===== config.mk =====
export PLATFORM = sky130hd
export DESIGN_NAME = mult_sched
export DESIGN_NICKNAME = d
export VERILOG_FILES = /design/src/rtl/mult_sched.sv
export SDC_FILE = /design/constraint.sdc
export NUM_CORES = 1
export LEC_CHECK = 0
export BUFFER_PORTS_ARGS = -buffer_cell sky130_fd_sc_hd__buf_2
export CAP_MARGIN = 20
export CORE_MARGIN = 2
export CORE_UTILIZATION = 41
export DETAILED_ROUTE_END_ITERATION = 8
export PLACE_DENSITY = 0.9
export SLEW_MARGIN = 20
export SYNTH_ARGS = -nofsm -noshare
export SYNTH_HDL_FRONTEND = slang
export SYNTH_SLANG_ARGS = --single-unit
export TNS_END_PERCENT = 100

===== constraint.sdc =====
create_clock -name clk -period 2.68 [get_ports clk]
set_input_delay 0.536 -clock clk [delete_from_list [all_inputs] [get_ports clk]]
set_output_delay 0.536 -clock clk [all_outputs]
set_load 0.01 [all_outputs]

===== src/rtl/mult_sched.sv =====
// mult_sched: round-robin scheduler that shares one shift_add_mult among
// NUM_REQ requesters and returns each product with the owner's index.
//
// Ports
//   clk, rst           clock, synchronous active-high reset
//   req_valid/ready    per-requester handshake, at most one ready bit high
//   req_a, req_b       packed operands, requester i at [i*WIDTH +: WIDTH]
//   req_signed         per-requester signed mode
//   rsp_valid/ready    response handshake
//   rsp_id             owner of the response
//   rsp_result         product
//   rsp_err            watchdog abort flag
//   mul_*              connection to the shared multiplier
//
// Build option: define MULT_SCHED_TIMEOUT_EN to enable a WAIT watchdog
// that aborts after TIMEOUT cycles with rsp_err=1 and rsp_result=0.
// Without it rsp_err is tied 0 and WAIT lasts until mul_done.
module mult_sched #(
    parameter int WIDTH   = 16,
    parameter int NUM_REQ = 4,
    parameter int TIMEOUT = 64,
    localparam int IDW    = (NUM_REQ > 1) ? $clog2(NUM_REQ) : 1
) (
    input  logic                     clk,
    input  logic                     rst,
    input  logic [NUM_REQ-1:0]       req_valid,
    output logic [NUM_REQ-1:0]       req_ready,
    input  logic [NUM_REQ*WIDTH-1:0] req_a,
    input  logic [NUM_REQ*WIDTH-1:0] req_b,
    input  logic [NUM_REQ-1:0]       req_signed,
    output logic                     rsp_valid,
    input  logic                     rsp_ready,
    output logic [IDW-1:0]           rsp_id,
    output logic [2*WIDTH-1:0]       rsp_result,
    output logic                     rsp_err,
    output logic                     mul_start,
    output logic                     mul_valid_in,
    output logic [WIDTH-1:0]         mul_a,
    output logic [WIDTH-1:0]         mul_b,
    output logic                     mul_signed,
    input  logic [2*WIDTH-1:0]       mul_result,
    input  logic                     mul_done,
    input  logic                     mul_busy
);

    typedef enum logic [1:0] {
        IDLE,
        ISSUE,
        WAIT,
        RESP
    } state_t;

    // One extra bit so ptr + k can be folded back modulo NUM_REQ.
    localparam int SW = IDW + 1;
    localparam logic [SW-1:0]  NUM_W   = SW'(NUM_REQ);
    localparam logic [IDW-1:0] LAST_ID = IDW'(NUM_REQ - 1);

    state_t state;
    state_t state_nxt;

    logic [IDW-1:0]   ptr;
    logic [IDW-1:0]   cur_id;
    logic [IDW-1:0]   win;
    logic [SW-1:0]    scan;
    logic             found;
    logic             grant;
    logic             to_hit;
    logic [WIDTH-1:0] win_a;
    logic [WIDTH-1:0] win_b;
    logic             win_s;

    // Round-robin search: first valid requester at or above ptr, wrapping.
    always_comb begin : arb
        found = 1'b0;
        win   = '0;
        scan  = '0;
        for (int k = 0; k < NUM_REQ; k++) begin
            scan = {1'b0, ptr} + SW'(k);
            if (scan >= NUM_W) begin
                scan = scan - NUM_W;
            end
            if (!found && req_valid[scan[IDW-1:0]]) begin
                found = 1'b1;
                win   = scan[IDW-1:0];
            end
        end
    end

    always_comb begin : opsel
        win_a = '0;
        win_b = '0;
        win_s = 1'b0;
        for (int i = 0; i < NUM_REQ; i++) begin
            if (win == IDW'(i)) begin
                win_a = req_a[i*WIDTH +: WIDTH];
                win_b = req_b[i*WIDTH +: WIDTH];
                win_s = req_signed[i];
            end
        end
    end

    always_ff @(posedge clk) begin : state_reg
        if (rst) begin
            state <= IDLE;
        end else begin
            state <= state_nxt;
        end
    end

    always_comb begin : fsm
        state_nxt = state;
        grant     = 1'b0;
        mul_start = 1'b0;
        req_ready = '0;
        unique case (state)
            IDLE: begin
                if (!rst && found && !mul_busy) begin
                    grant     = 1'b1;
                    state_nxt = ISSUE;
                end
            end
            ISSUE: begin
                mul_start = 1'b1;
                state_nxt = WAIT;
            end
            WAIT: begin
                if (mul_done || to_hit) begin
                    state_nxt = RESP;
                end
            end
            RESP: begin
                if (rsp_ready) begin
                    state_nxt = IDLE;
                end
            end
            default: state_nxt = IDLE;
        endcase
        for (int i = 0; i < NUM_REQ; i++) begin
            req_ready[i] = grant && (win == IDW'(i));
        end
    end

    assign mul_valid_in = mul_start;
    assign rsp_valid    = (state == RESP);

`ifdef MULT_SCHED_TIMEOUT_EN
    localparam int CW = (TIMEOUT > 1) ? $clog2(TIMEOUT + 1) : 1;

    logic [CW-1:0] wd_cnt;
    logic          err_q;

    // Counts completed WAIT cycles; cleared whenever WAIT is not active.
    always_ff @(posedge clk) begin : watchdog
        if (rst || state != WAIT) begin
            wd_cnt <= '0;
        end else begin
            wd_cnt <= wd_cnt + 1'b1;
        end
    end

    assign to_hit  = (state == WAIT) && !mul_done
                     && (wd_cnt == CW'(TIMEOUT - 1));
    assign rsp_err = err_q;
`else
    assign to_hit  = 1'b0;
    assign rsp_err = 1'b0;
`endif

    always_ff @(posedge clk) begin : datapath
        if (rst) begin
            ptr        <= '0;
            cur_id     <= '0;
            mul_a      <= '0;
            mul_b      <= '0;
            mul_signed <= 1'b0;
            rsp_id     <= '0;
            rsp_result <= '0;
`ifdef MULT_SCHED_TIMEOUT_EN
            err_q      <= 1'b0;
`endif
        end else begin
            // Operands go straight to the multiplier pins and stay there
            // through ISSUE and WAIT.
            if (grant) begin
                mul_a      <= win_a;
                mul_b      <= win_b;
                mul_signed <= win_s;
                cur_id     <= win;
            end
            if (state == WAIT && mul_done) begin
                rsp_result <= mul_result;
                rsp_id     <= cur_id;
`ifdef MULT_SCHED_TIMEOUT_EN
                err_q      <= 1'b0;
`endif
            end
`ifdef MULT_SCHED_TIMEOUT_EN
            else if (to_hit) begin
                rsp_result <= '0;
                rsp_id     <= cur_id;
                err_q      <= 1'b1;
            end
`endif
            // Fairness pointer moves only once the response is consumed.
            if (state == RESP && rsp_ready) begin
                if (cur_id == LAST_ID) begin
                    ptr <= '0;
                end else begin
                    ptr <= cur_id + 1'b1;
                end
            end
        end
    end

endmodule


==> Yosys cells after proc, flatten, opt, wreduce, memory -nomap -nowiden <==
Index checks and enable logic that the tools add are counted.
{ "totals": {"out_inout_bits": 75, "ff_bits": 73, "input_bits": 173} }
{ "classes": {"add_sub_neg": 8, "reduce_logical": 19, "mux": 40, "magnitude_cmp": 8, "n_eq_ne": 10} }
{ "ops": {"columns": ["cell", "n"], "rows": [
  ["$mux 16", 8],
  ["$mux 2", 12],
  ["$mux 1", 15],
  ["$lt 2x3->1 const B", 4],
  ["$logic_and 1x1->1", 11],
  ["$eq 2x2->1 const B", 5],
  ["$ge 3x3->1 const B", 3],
  ["$bmux 1 s2", 4],
  ["$pmux 2 s4", 1],
  ["$sub 2x1->2 const B", 4],
  ["$add 2x2->3 const B", 2],
  ["$logic_not 1->1", 5],
  ["$eq 2x1->1 const B", 2],
  ["$logic_not 2->1", 2],
  ["$ne 2x2->1 const B", 2],
  ["$add 2x1->3 const B", 1],
  ["$ge 2x3->1 const B", 1],
  ["$reduce_and 3->1", 1],
  ["$add 2x1->2 const B", 1],
  ["$ne 2x1->1 const B", 1]
]} }

==> Logic depth before layout (Yosys ltp) <==
Gate-level depths: netlist of run 1.
{ "logic_depth": {"word_depth": 19, "ltp_mapped": 8, "ltp_nobuf": 6} }

==> Worst setup path after synthesis of run 1 <==
No wires, ideal clock.
{ "synth_path": {"path_kind": "input to output", "startpoint": "input req_valid[2]", "endpoint": "output req_ready[1]", "path_stages": 5, "setup_slack_ps": 438, "path_buffers": 2, "t_arrival_ps": 1706, "required_time_ps": 2144, "cell_sequence": "nor4_1 -> or4b_4 -> buf_2 -> buf_2 -> nor3_1"} }
{ "synth_via": {"elab_chain_cells": 17, "elab_cells_between_ends": 28, "cone_classes": "eq/ne: 1; mux: 18; reduce/logical: 9"} }
{ "synth_lines": {"columns": ["item", "line_no", "rtl"], "rows": [
  ["from (decl)", "26", "input logic [NUM_REQ-1:0] req_valid,"],
  ["$bmux 1 s2", "82", "if (!found && req_valid[scan[IDW-1:0]]) begin"],
  ["$mux 1 (implied by the code)", "82", null],
  ["$mux 1", "82", null],
  ["$logic_not 1->1", "82", null],
  ["$logic_and 1x1->1", "82", null],
  ["$mux 1", "82", null],
  ["$logic_not 1->1", "82", null],
  ["$logic_and 1x1->1", "82", null],
  ["$mux 1", "82", null],
  ["$logic_not 1->1", "82", null],
  ["$logic_and 1x1->1", "82", null],
  ["$mux 1", "82", null],
  ["$logic_and 1x1->1 (2 in a row)", "117", "if (!rst && found && !mul_busy) begin"],
  ["$mux 1", "117", null],
  ["$mux 1", "115", "unique case (state)"],
  ["$logic_and 1x1->1 (*)", "139", "req_ready[i] = grant && (win == IDW'(i));"],
  ["to (decl)", "27", "output logic [NUM_REQ-1:0] req_ready,"]
]} }
Every way passes the cells marked *; elsewhere a longest branch is shown, timed or not. The select of a mux whose other input is x is not followed.

==> Worst setup path after layout of run 1 <==
{ "layout_path": {"startpoint": "register state[0]", "endpoint": "output req_ready[3]"} }
{ "layout_via": {"elab_chain_cells": 3} }
{ "layout_lines": {"columns": ["item", "line_no", "rtl"], "rows": [
  ["from (decl)", "58", "state_t state;"],
  ["from (signal assigned)", "106", "state <= state_nxt;"],
  ["$logic_not 2->1", "115", null],
  ["$mux 1", "115", null],
  ["$logic_and 1x1->1", "139", null]
]} }
Every way passes these cells.

==> results by group, run 1 <==
Cells and area
  – Layout Nets: 847
  – Share of cells above drive strength 1: 42.20%
  – Register Area: 1461 um^2
  – Area growth, synth to finish: 43.84%
  – Max FFs per register: 32
  – Area of the multi-input gates: 1833 um^2
  – Commonest non-fill, non-tap cell in the layout: buf_2
  – Most flops, register: rsp_result
  – Top Registers: rsp_result x32, mul_a x16, mul_b x16
  – Most frequent cells in the layout: buf_2 (246), nand2_1 (74), dfxtp_1 (73)
  – Number of fill cells: 735

Setup path
  – Req. time, crit path: 2.14 ns
  – Startpoint types: flop
  – Crit path capture type: output pin
  – Crit path to: req_ready[3]
  – Worst EP arrival: 2.01 ns
  – R2R Setup Slk: 0.42 ns
  – Reg2reg path depth: 7
  – CP peak stage delay: 0.59 ns
  – R2r endpoint: mul_a[12]$_SDFFE_PP0P_
  – CP Class: flop to output pin
  – Crit-path cells: inv_1, ha_1, or4b_4, nor3b_4, buf_2
  – Largest fanout on the critical path: 11
  – Slowest CP cell: or4b_4
  – RR Startpoint: state[0]$_SDFFE_PP0P_
  – Critical path origin: state[0]$_SDFFE_PP0P_

Drt
  – WL met2: 6487 um
  – First drt pass iteration count: 6
  – Top sig layer: met4
  – DR iter-0 viols: 201
  – Final WL: 12900 um
  – # DRC: 0
  – Met1 Wirelength: 4760 um
  – Antenna-violating nets left: 0
  – Via-per-instance ratio: 5.506
  – WL/cell: 16.51 um
  – Wire length on met3: 1185 um
  – Vias: 4300

Yosys
  – Synth Area per Inst: 7.939 um^2
  – Post-synthesis sequential area ratio: 41.83%
  – Synth unique cells: 36
  – Flop and latch count out of synthesis: 73
  – Synthesized cell area: 3493 um^2
  – Post-Synthesis Net Count: 619
  – Yosys warnings: 0
  – Synth Instances: 440

Worst hold path
  – Hold Path Class: primary input to flop

Outcome
  – Run status: finished clean

CTS
  – CTS hold repair buffers: 0
  – Resize count post-CTS: 0
  – Total CTS buffers: 9
  – Root Buffer: clkbuf_8
  – Worst-Skew Late Latency: 0.34 ns
  – Sink Count: 73
  – CTS tree: done
  – Reg clk slew, reported paths: 0.08 ns
  – Setup Fix Bufs, Post-CTS: 0
  – H-tree Lvls: 3
  – Max Buffers Root-to-Sink: 2

Floorplan
  – Die Area: 9275 um^2
  – FP Rows: 33
  – Area of the core: 8258 um^2
  – I/O Pins: 248
  – Die H: 96.31 um
  – Initial core utilization: 42.30%
  – Die width: 96.31 um

Placement
  – Worst slack, placed: 0.1972 ns
  – GPL Wtd Cong: 0.8440
  – Dpl hpwl: 9530 um
  – Buffers on Ports: 246

Timing
  – Final WS setup: 0.1314 ns
  – Max frequency: 392.4 MHz
  – Final setup vio count: 0
  – Setup TNS: 0 ns
  – Period Utilization, post-route: 95.10%
  – Rel. slew slack: 58.38%
  – Final Skew: 0.007840 ns
  – RSZ-0062 raised after global routing: false
  – Fin crit period: 2.549 ns
  – Hold Fails Final Rpt: 0
  – Fin. max-slew vios: 0
  – Worst slew pin tran: 0.6178 ns

Power
  – Worst vdd ir: 0.0004282 V
  – Pleak: 0.002329 uW
  – Power Dens Cells: 713.2 nW/um^2

Global route
  – Largest net degree at the start of global routing: 65
  – Antenna violations before repair: 2
  – Overflow after GRT: 0
  – Vias in the first global route: 4034
  – Gr usage total: 25.90%
  – First-pass GRT wire length: 18610 um

Run
  – Max_cap viols: 0
[area by class of cell]
type	instances	share of cell area (%)
diodes	3	0.1494
repair buffers	259	26.69
clock buffers	10	2.739
clock inverters	6	1.793
flip-flops and latches	73	29.08
inverters	6	0.4482
well taps	105	2.615
multi-input cells	319	36.48
[synth_stat cells]
master | instances | share of area, %
a211oi_1 | 1 | 0.21
a21boi_0 | 1 | 0.21
a21oi_1 | 70 | 10
a221oi_1 | 1 | 0.25
a22oi_1 | 31 | 6.7
and2_1 | 1 | 0.18
and3_1 | 2 | 0.36
buf_2 | 14 | 2.0
buf_4 | 6 | 1.3
buf_6 | 1 | 0.32
clkbuf_1 | 20 | 2.1
clkbuf_2 | 1 | 0.14
conb_1 | 1 | 0.11
dfxtp_1 | 73 | 42
ha_1 | 6 | 2.1
inv_1 | 6 | 0.64
mux2_2 | 2 | 0.64
mux2i_1 | 4 | 1.1
nand2_1 | 74 | 8.0
nand2b_1 | 1 | 0.18
nand3_1 | 3 | 0.43
nand3b_1 | 2 | 0.43
nor2_1 | 37 | 4.0
nor2b_1 | 2 | 0.36
nor3_1 | 3 | 0.43
nor3b_4 | 1 | 0.54
nor4_1 | 1 | 0.18
nor4b_2 | 1 | 0.43
o211ai_1 | 2 | 0.43
o21ai_0 | 35 | 5.0
o221ai_1 | 2 | 0.50
o31ai_1 | 1 | 0.21
o32ai_1 | 31 | 7.8
or2_1 | 1 | 0.18
or3b_2 | 1 | 0.25
or4b_4 | 1 | 0.39
[per-layer routing]
metal	GRT usage, %	vias up
li1	-	2040
met1	27.86	1969
met2	45.83	258
met3	6.656	33
met4	14.67	0
met5	0	-
[critical path, delay by kind of cell (launching register included)]
family | cells | cell delay, ns
fa+ha+maj | 1 | 0.22
buf+inv | 2 | 0.29
flops | 1 | 0.33
simple gates | 2 | 0.82
[power by group]
| part | switching [uW] | leakage (uW) | internal (uW) |
|---|---|---|---|
| logic | 673 | 0.00162 | 528 |
| clock network | 432 | 0.000113 | 553 |
| registers | 114 | 0.000595 | 1280 |
| total | 1220 | 0.00233 | 2360 |
[metrics by stage]
stage / instance area [um^2] / utilization (%) / power (uW) / hold slack [ns] / instances
finish: 5025 / 60.85 / 3584 / 0.4266 / 781
global route: 5022 / 60.82 / 3800 / 0.4093 / 780
CTS: 5017 / 60.76 / 3606 / 0.4065 / 778
detailed placement: 4790 / 58.00 / 2617 / 0.4430 / 762
global placement: 4790 / 58.00 / 2562 / 0.4396 / 762
floorplan: 3493 / - / 2113 / 0.4488 / 440
[worst min path at each step]
stage                                  endpoint  slack [ns]  cells after the start                   startpoint
floorplan                rsp_id[1]$_SDFFE_PP0P_        0.45                      2       cur_id[1]$_SDFFE_PP0P_
global placement    rsp_result[15]$_SDFFE_PP0P_        0.44                      2  rsp_result[15]$_SDFFE_PP0P_
detailed placement  rsp_result[28]$_SDFFE_PP0P_        0.44                      2  rsp_result[28]$_SDFFE_PP0P_
CTS                 rsp_result[26]$_SDFFE_PP0P_        0.41                      3               mul_result[26]
global route        rsp_result[23]$_SDFFE_PP0P_        0.41                      3               mul_result[23]
finish              rsp_result[12]$_SDFFE_PP0P_        0.43                      3               mul_result[12]
[logic make-up (layout without fill, tap and decap cells)]
logic type | after synthesis | count (layout) | synth area share (%)
adder cells (fa/ha/maj) | 6 | 6 | 2.149
AO/OA/AOI/OAI | 175 | 175 | 31.30
multiplexers | 6 | 6 | 1.791
buffers and inverters | 48 | 281 | 6.554
flip-flops | 73 | 73 | 41.83
AND/OR/NAND/NOR | 131 | 131 | 16.26
other | 1 | 4 | 0.1073
No activity file was read; power rests on OpenSTA's default activity.
==> inputs of run 2 (changes only) <==
--- a/config.mk
+++ b/config.mk
@@ -10,6 +10,7 @@
 export CORE_MARGIN = 2
 export CORE_UTILIZATION = 41
 export DETAILED_ROUTE_END_ITERATION = 8
+export GPL_TIMING_DRIVEN = 0
 export PLACE_DENSITY = 0.9
 export SLEW_MARGIN = 20
 export SYNTH_ARGS = -nofsm -noshare
==> run 2 against run 1 <==
Effect of this change: non-clock buffer count is 32 higher; die area stayed put; cell area is 2.4% higher.
==> results by group, run 2 (synthesis results as in run 1) <==
CTS
  – Worst-Skew Late Latency: 0.34 ns (about the same)
  – Total CTS buffers: 9 (unchanged)
  – CTS tree: done
  – Reg clk slew, reported paths: 0.08 ns (about the same)
  – Sink Count: 73 (unchanged)
  – Root Buffer: clkbuf_8
  – Max Buffers Root-to-Sink: 2 (unchanged)
  – H-tree Lvls: 3 (unchanged)
  – CTS hold repair buffers: 0 (unchanged)

Placement
  – Worst slack, placed: -0.07849 ns (-0.2757 ns)
  – Dpl hpwl: 10590 um (+11%)
  – GPL Wtd Cong: 0.9642 (+14%)
  – Area after DPL: 4856 um^2 (+1.4%)
  – Buffers on Ports: 246 (unchanged)

Timing
  – RSZ-0062 raised after global routing: false
  – Setup TNS: 0 ns (unchanged)
  – Hold Fails Final Rpt: 0 (unchanged)
  – Max frequency: 388.9 MHz (-0.89%)
  – Worst slew pin tran: 0.5408 ns (-0.07693 ns)
  – Final Skew: 0.007143 ns (-0.0006976 ns)
  – Final WS setup: 0.1085 ns (-0.02290 ns)
  – Fin. max-slew vios: 0 (unchanged)
  – Period Utilization, post-route: 95.95% (+0.85 points)
  – Fin crit period: 2.572 ns (+0.02290 ns)
  – Rel. slew slack: 63.94% (+5.6 points)
  – Final setup vio count: 0 (unchanged)

Global route
  – Vias in the first global route: 4274 (+5.9%)
  – Antenna violations before repair: 2 (unchanged)
  – First-pass GRT wire length: 20280 um (+9.0%)
  – Gr usage total: 28.41% (+2.5 points)
  – Largest net degree at the start of global routing: 20 (-69%)
  – Overflow after GRT: 0 (unchanged)

Drt
  – Vias: 4506 (+4.8%)
  – WL/cell: 17.05 um (+3.3%)
  – Via-per-instance ratio: 5.549 (+0.79%)
  – First drt pass iteration count: 5 (-1)
  – # DRC: 0 (unchanged)
  – Antenna-violating nets left: 0 (unchanged)
  – Final WL: 13850 um (+7.4%)
  – DR iter-0 viols: 234 (+16%)

Cells and area
  – Max FFs per register: 32 (unchanged)
  – Most flops, register: rsp_result
  – Most frequent cells in the layout: buf_2 (256), nand2_1 (74), dfxtp_1 (73)
  – Area growth, synth to finish: 47.31%
  – Share of cells above drive strength 1: 42.13% (-0.071 points)
  – Fin area: 5146 um^2 (+2.4%)
  – Top Registers: rsp_result x32, mul_a x16, mul_b x16
  – Layout Nets: 879 (+3.8%)
  – Core Util, Final: 62.32% (+1.5 points)
  – Commonest non-fill, non-tap cell in the layout: buf_2

Setup path
  – CP peak stage delay: 0.48 ns (-0.11 ns)
  – Crit path capture type: output pin
  – CP Class: flop to output pin
  – Worst EP arrival: 2.04 ns (+0.03 ns)
  – Startpoint types: flop
  – CP top delay family: simple AND/OR/NAND/NOR gates
  – Req. time, crit path: 2.14 ns (about the same)
  – Crit-path cells: inv_1, ha_2, or4b_4, buf_4, nor3_1, buf_2
  – Slowest CP cell: or4b_4
  – Largest fanout on the critical path: 19 (+8)
  – Critical path buffers and inverters: 3 (+1)

Power
  – P_int: 2367 uW (+0.11%)
  – Seq pwr share: 38.7% (-0.3 points)
  – Switch Pwr: 1242 uW (+1.9%)
  – Worst vdd ir: 0.0003957 V (-7.6%)
  – Pleak: 0.002387 uW (+2.5%)
  – Net Sw Frac: 34.42% (+0.39 points)
  – Clock power frac: 26.5% (-1.0 points)
  – Combinational share of power: 34.8% (+1.3 points)
  – Power Dens Cells: 701.3 nW/um^2 (-1.7%)

Outcome
  – Run status: finished clean

Floorplan
  – Initial core utilization: 42.30% (unchanged)
  – Die width: 96.31 um (unchanged)
  – Die Area: 9275 um^2 (unchanged)
  – Die H: 96.31 um (unchanged)
  – FP Rows: 33 (unchanged)
  – Area of the core: 8258 um^2 (unchanged)
  – I/O Pins: 248 (unchanged)

Run
  – Max_cap viols: 0 (unchanged)

Worst hold path
  – Hold Path Class: primary input to flop
-- run 2: cell types whose count changed in the layout (fill, tap and decap cells not counted), sizes merged --
cell	previous run	this run
clkinv	2	3
clkinvlp	1	0
diode	3	2
clkbuf	10	31
buf	259	270
-- run 2: power by group through the flow --
stage / clock, uW / combinational (uW) / sequential [uW]
after floorplan: 0 / 624 / 1490
after global placement: 0 / 1180 / 1400
after detailed placement: 0 / 1220 / 1410
after CTS: 972 / 1240 / 1390
after global routing: 1020 / 1400 / 1420
final: 958 / 1260 / 1390
-- run 2: path summary, 6_finish.rpt --
kind	start	to	slack (ns)	depth (start not counted)
max	state[1]$_SDFFE_PP0P_	req_ready[1]	0.11	6
min	mul_result[10]	rsp_result[10]$_SDFFE_PP0P_	0.43	3
max reg2reg	ptr[1]$_SDFFE_PP0P_	mul_a[2]$_SDFFE_PP0P_	0.48	8
min reg2reg	rsp_result[10]$_SDFFE_PP0P_	rsp_result[10]$_SDFFE_PP0P_	0.45	2
-- run 2: worst min-delay path: cells and delay by family --
family / cells / cell delay (ns)
AO/OA/AOI/OAI: 1 / 0.05
AND/OR/NAND/NOR: 1 / 0.04
buffers and inverters: 1 / 0.09
-- run 2: through the flow --
step / power, uW / hold slack [ns] / instances
after floorplan: 2113 / 0.4488 / 440
final: 3609 / 0.4280 / 812
after CTS: 3604 / 0.4084 / 809
after global placement: 2583 / 0.4396 / 791
after global routing: 3835 / 0.4133 / 811
after detailed placement: 2634 / 0.4437 / 791
-- run 2: area by class of cell --
cell class,count,area [um^2]
Sequential cell,73,1461
Timing Repair Buffer,251,1269
Fill cell,746,3112
Multi-Input combinational cell,319,1833
Inverter,6,22.52
Antenna cell,2,5.005
Buffer,40,205.2
Clock inverter,6,91.34
Tap cell,105,131.4
Clock buffer,10,127.6
-- run 2: metal layers --
layer | global-route usage [%] | wire, um | up-vias
met5 | 0 | 13 | -
met3 | 13.00 | 1536 | 50
met1 | 28.87 | 4975 | 2071
met4 | 13.26 | 449 | 2
li1 | - | - | 2110
met2 | 49.48 | 6872 | 273
-- run 2: what timing repair did --
item | 4_1_cts | 5_1_grt
endpoints found under the setup margin | 4 | 4
cloned | 0 | 0
endpoints found under the hold margin | 0 | 0
setup buffers | 3 | 2
pin swaps | 1 | 1
gates resized for setup | 5 | 5
==> inputs of run 3 (changes only) <==
==> constraint.sdc (replaced) <==
create_clock -name clk -period 2.55 [get_ports clk]
set_input_delay 0.51 -clock clk [delete_from_list [all_inputs] [get_ports clk]]
set_output_delay 0.51 -clock clk [all_outputs]
set_load 0.01 [all_outputs]
==> run 3 against run 2 <==
Effect of this change: clock power grew 5%; first-iteration DRC count grew 16%; critical path type unchanged; non-clock buffer count shrank 2.
==> results by group, run 3 (synthesis results as in run 1) <==
Placement
  – Placed insts: 791 (unchanged)
  – GPL Wtd Cong: 0.9642 (unchanged)
  – Buffers on Ports: 246 (unchanged)
  – Dpl hpwl: 10590 um (unchanged)
  – Worst slack, placed: -0.1565 ns (-0.07800 ns)
  – Area after DPL: 4856 um^2 (unchanged)

Setup path
  – Largest fanout on the critical path: 19 (unchanged)
  – Worst EP arrival: 1.94 ns (-0.10 ns)
  – Startpoint types: flop
  – RR Startpoint: ptr[1]$_SDFFE_PP0P_
  – CP Class: flop to output pin
  – Crit-path cells: inv_2, ha_4, or4b_4, buf_6, nor3_1, buf_2
  – Critical path origin: state[0]$_SDFFE_PP0P_
  – Crit path capture type: output pin
  – R2R Setup Slk: 0.34 ns (-0.14 ns)
  – Req. time, crit path: 2.04 ns (-0.10 ns)
  – Slowest CP cell: or4b_4
  – Reg2reg path depth: 8 (unchanged)
  – R2r endpoint: mul_a[2]$_SDFFE_PP0P_
  – CP peak stage delay: 0.49 ns (about the same)

Global route
  – First-pass GRT wire length: 20290 um (about the same)
  – Overflow after GRT: 0 (unchanged)
  – Vias in the first global route: 4276 (+0.047%)
  – Largest net degree at the start of global routing: 20 (unchanged)
  – Gr usage total: 28.54% (+0.13 points)
  – Antenna violations before repair: 2 (unchanged)

Floorplan
  – Initial core utilization: 42.30% (unchanged)
  – I/O Pins: 248 (unchanged)
  – Area of the core: 8258 um^2 (unchanged)
  – Die Area: 9275 um^2 (unchanged)
  – FP Rows: 33 (unchanged)
  – Die H: 96.31 um (unchanged)
  – Die width: 96.31 um (unchanged)

Cells and area
  – Layout Nets: 877 (-0.23%)
  – Top Registers: rsp_result x32, mul_a x16, mul_b x16
  – Area growth, synth to finish: 47.39% (about the same)
  – Most flops, register: rsp_result
  – Share of cells above drive strength 1: 42.53% (+0.40 points)
  – Final std cells w/o fill: 810 (-0.25%)
  – Core Util, Final: 62.35% (about the same)
  – Commonest non-fill, non-tap cell in the layout: buf_2
  – Fin area: 5149 um^2 (about the same)
  – Max FFs per register: 32 (unchanged)
  – Most frequent cells in the layout: buf_2 (256), nand2_1 (74), dfxtp_1 (71)
  – Number of fill cells: 745 (-0.13%)

Worst hold path
  – Hold Path Class: primary input to flop
  – WHS Path Cells: 3 (unchanged)
  – Hold Path Origin: mul_result[10]
  – Worst Hold End: rsp_result[10]$_SDFFE_PP0P_

Timing
  – Max frequency: 408.8 MHz
  – Worst slew pin tran: 0.5479 ns (+0.007043 ns)
  – Period Utilization, post-route: 95.93%
  – Fin. max-slew vios: 0 (unchanged)
  – Hold Fails Final Rpt: 0 (unchanged)
  – Final Skew: 0.01024 ns (+0.003097 ns)
  – RSZ-0062 raised after global routing: false
  – Rel. slew slack: 63.47% (-0.47 points)
  – Final WS setup: 0.1037 ns (-0.004796 ns)
  – Final setup vio count: 0 (unchanged)
  – Fin crit period: 2.446 ns

CTS
  – Root Buffer: clkbuf_8
  – CTS hold repair buffers: 0 (unchanged)
  – Sink Count: 73 (unchanged)
  – Max Buffers Root-to-Sink: 2 (unchanged)
  – Total CTS buffers: 9 (unchanged)
  – H-tree Lvls: 3 (unchanged)
  – Reg clk slew, reported paths: 0.08 ns (about the same)
  – CTS tree: done
  – Worst-Skew Late Latency: 0.34 ns (about the same)

Drt
  – Vias: 4484 (-0.49%)
  – Via-per-instance ratio: 5.536 (-0.24%)
  – First drt pass iteration count: 5 (unchanged)
  – Antenna-violating nets left: 0 (unchanged)
  – DR iter-0 viols: 271 (+16%)
  – Final WL: 13940 um (+0.63%)
  – WL/cell: 17.20 um (+0.88%)
  – # DRC: 0 (unchanged)

Power
  – Power Dens Cells: 741.5 nW/um^2 (+5.7%)
  – P_int: 2503 uW (+5.8%)
  – Seq pwr share: 38.5% (-0.2 points)
  – Worst vdd ir: 0.0004160 V (+5.1%)
  – Net Sw Frac: 34.43% (about the same)
  – Combinational share of power: 35.1% (+0.3 points)
  – Switch Pwr: 1314 uW (+5.8%)
  – Clock power frac: 26.4% (about the same)
  – Pleak: 0.002385 uW (about the same)

Run
  – Max_cap viols: 0 (unchanged)

Outcome
  – Run status: finished clean
run 3: cell count changes in the layout (fill, tap and decap cells not counted):
cell | previous run | this run
buf_4 | 12 | 9
dfxtp_1 | 73 | 71
dfxtp_2 | 0 | 2
buf_6 | 2 | 3
clkbuf_1 | 21 | 20
clkbuf_2 | 1 | 2
ha_2 | 1 | 0
ha_4 | 0 | 1
inv_1 | 5 | 4
inv_2 | 1 | 2
run 3: per-stage QoR:
step / hold WS (ns) / power (uW) / setup TNS (ns)
after global placement: 0.4396 / 2715 / -0.3212
final: 0.4003 / 3818 / 0
after global routing: 0.3873 / 4056 / 0
after CTS: 0.3824 / 3795 / 0
after floorplan: 0.4488 / 2220 / 0
after detailed placement: 0.4437 / 2769 / -0.3818
run 3: power groups by stage:
stage	combinational (uW)	clock (uW)	sequential, uW
final	1340	1010	1470
after global routing	1490	1070	1490
after CTS	1310	1020	1460
after detailed placement	1280	0	1490
after global placement	1240	0	1470
after floorplan	655	0	1560
run 3: area by class of cell:
class	count	area [um^2]	share of cell area (%)
Multi-Input combinational cell	319	1843	35.80
Sequential cell	73	1464	28.43
Timing Repair Buffer	250	1261	24.50
Buffer	39	202.7	3.937
Tap cell	105	131.4	2.552
Clock buffer	10	127.6	2.479
Clock inverter	6	91.34	1.774
Inverter	6	22.52	0.4374
Antenna cell	2	5.005	0.09721
run 3: how the worst max path moves through the flow:
| stage | to | slack [ns] | cells past startpoint |
|---|---|---|---|
| floorplan | req_ready[1] | 0.36 | 5 |
| global placement | req_ready[2] | -0.14 | 6 |
| detailed placement | req_ready[1] | -0.16 | 7 |
| CTS | req_ready[1] | 0.03 | 6 |
| global route | req_ready[3] | 0.008 | 6 |
| finish | req_ready[1] | 0.10 | 6 |
run 3: per-layer routing:
layer | vias up | share of wire, % | global-route usage [%]
met5 | - | 0.093 | 0
met4 | 2 | 3.2 | 13.85
met3 | 55 | 10 | 11.90
met2 | 268 | 50 | 49.88
met1 | 2055 | 37 | 29.36
li1 | 2104 | - | -
run 3: critical path: cells and delay by family (launching register included):
| kind | cells | cell delay, ns |
|---|---|---|
| adders and majority gates | 1 | 0.15 |
| buffers and inverters | 3 | 0.45 |
| DFF | 1 | 0.35 |
| and+or+nand+nor | 2 | 0.64 |
run 3: repair_timing:
action,4_1_cts,5_1_grt
setup buffers,4,0
pin swaps,1,1
resized for setup,9,6
endpoints found under the setup margin,4,4
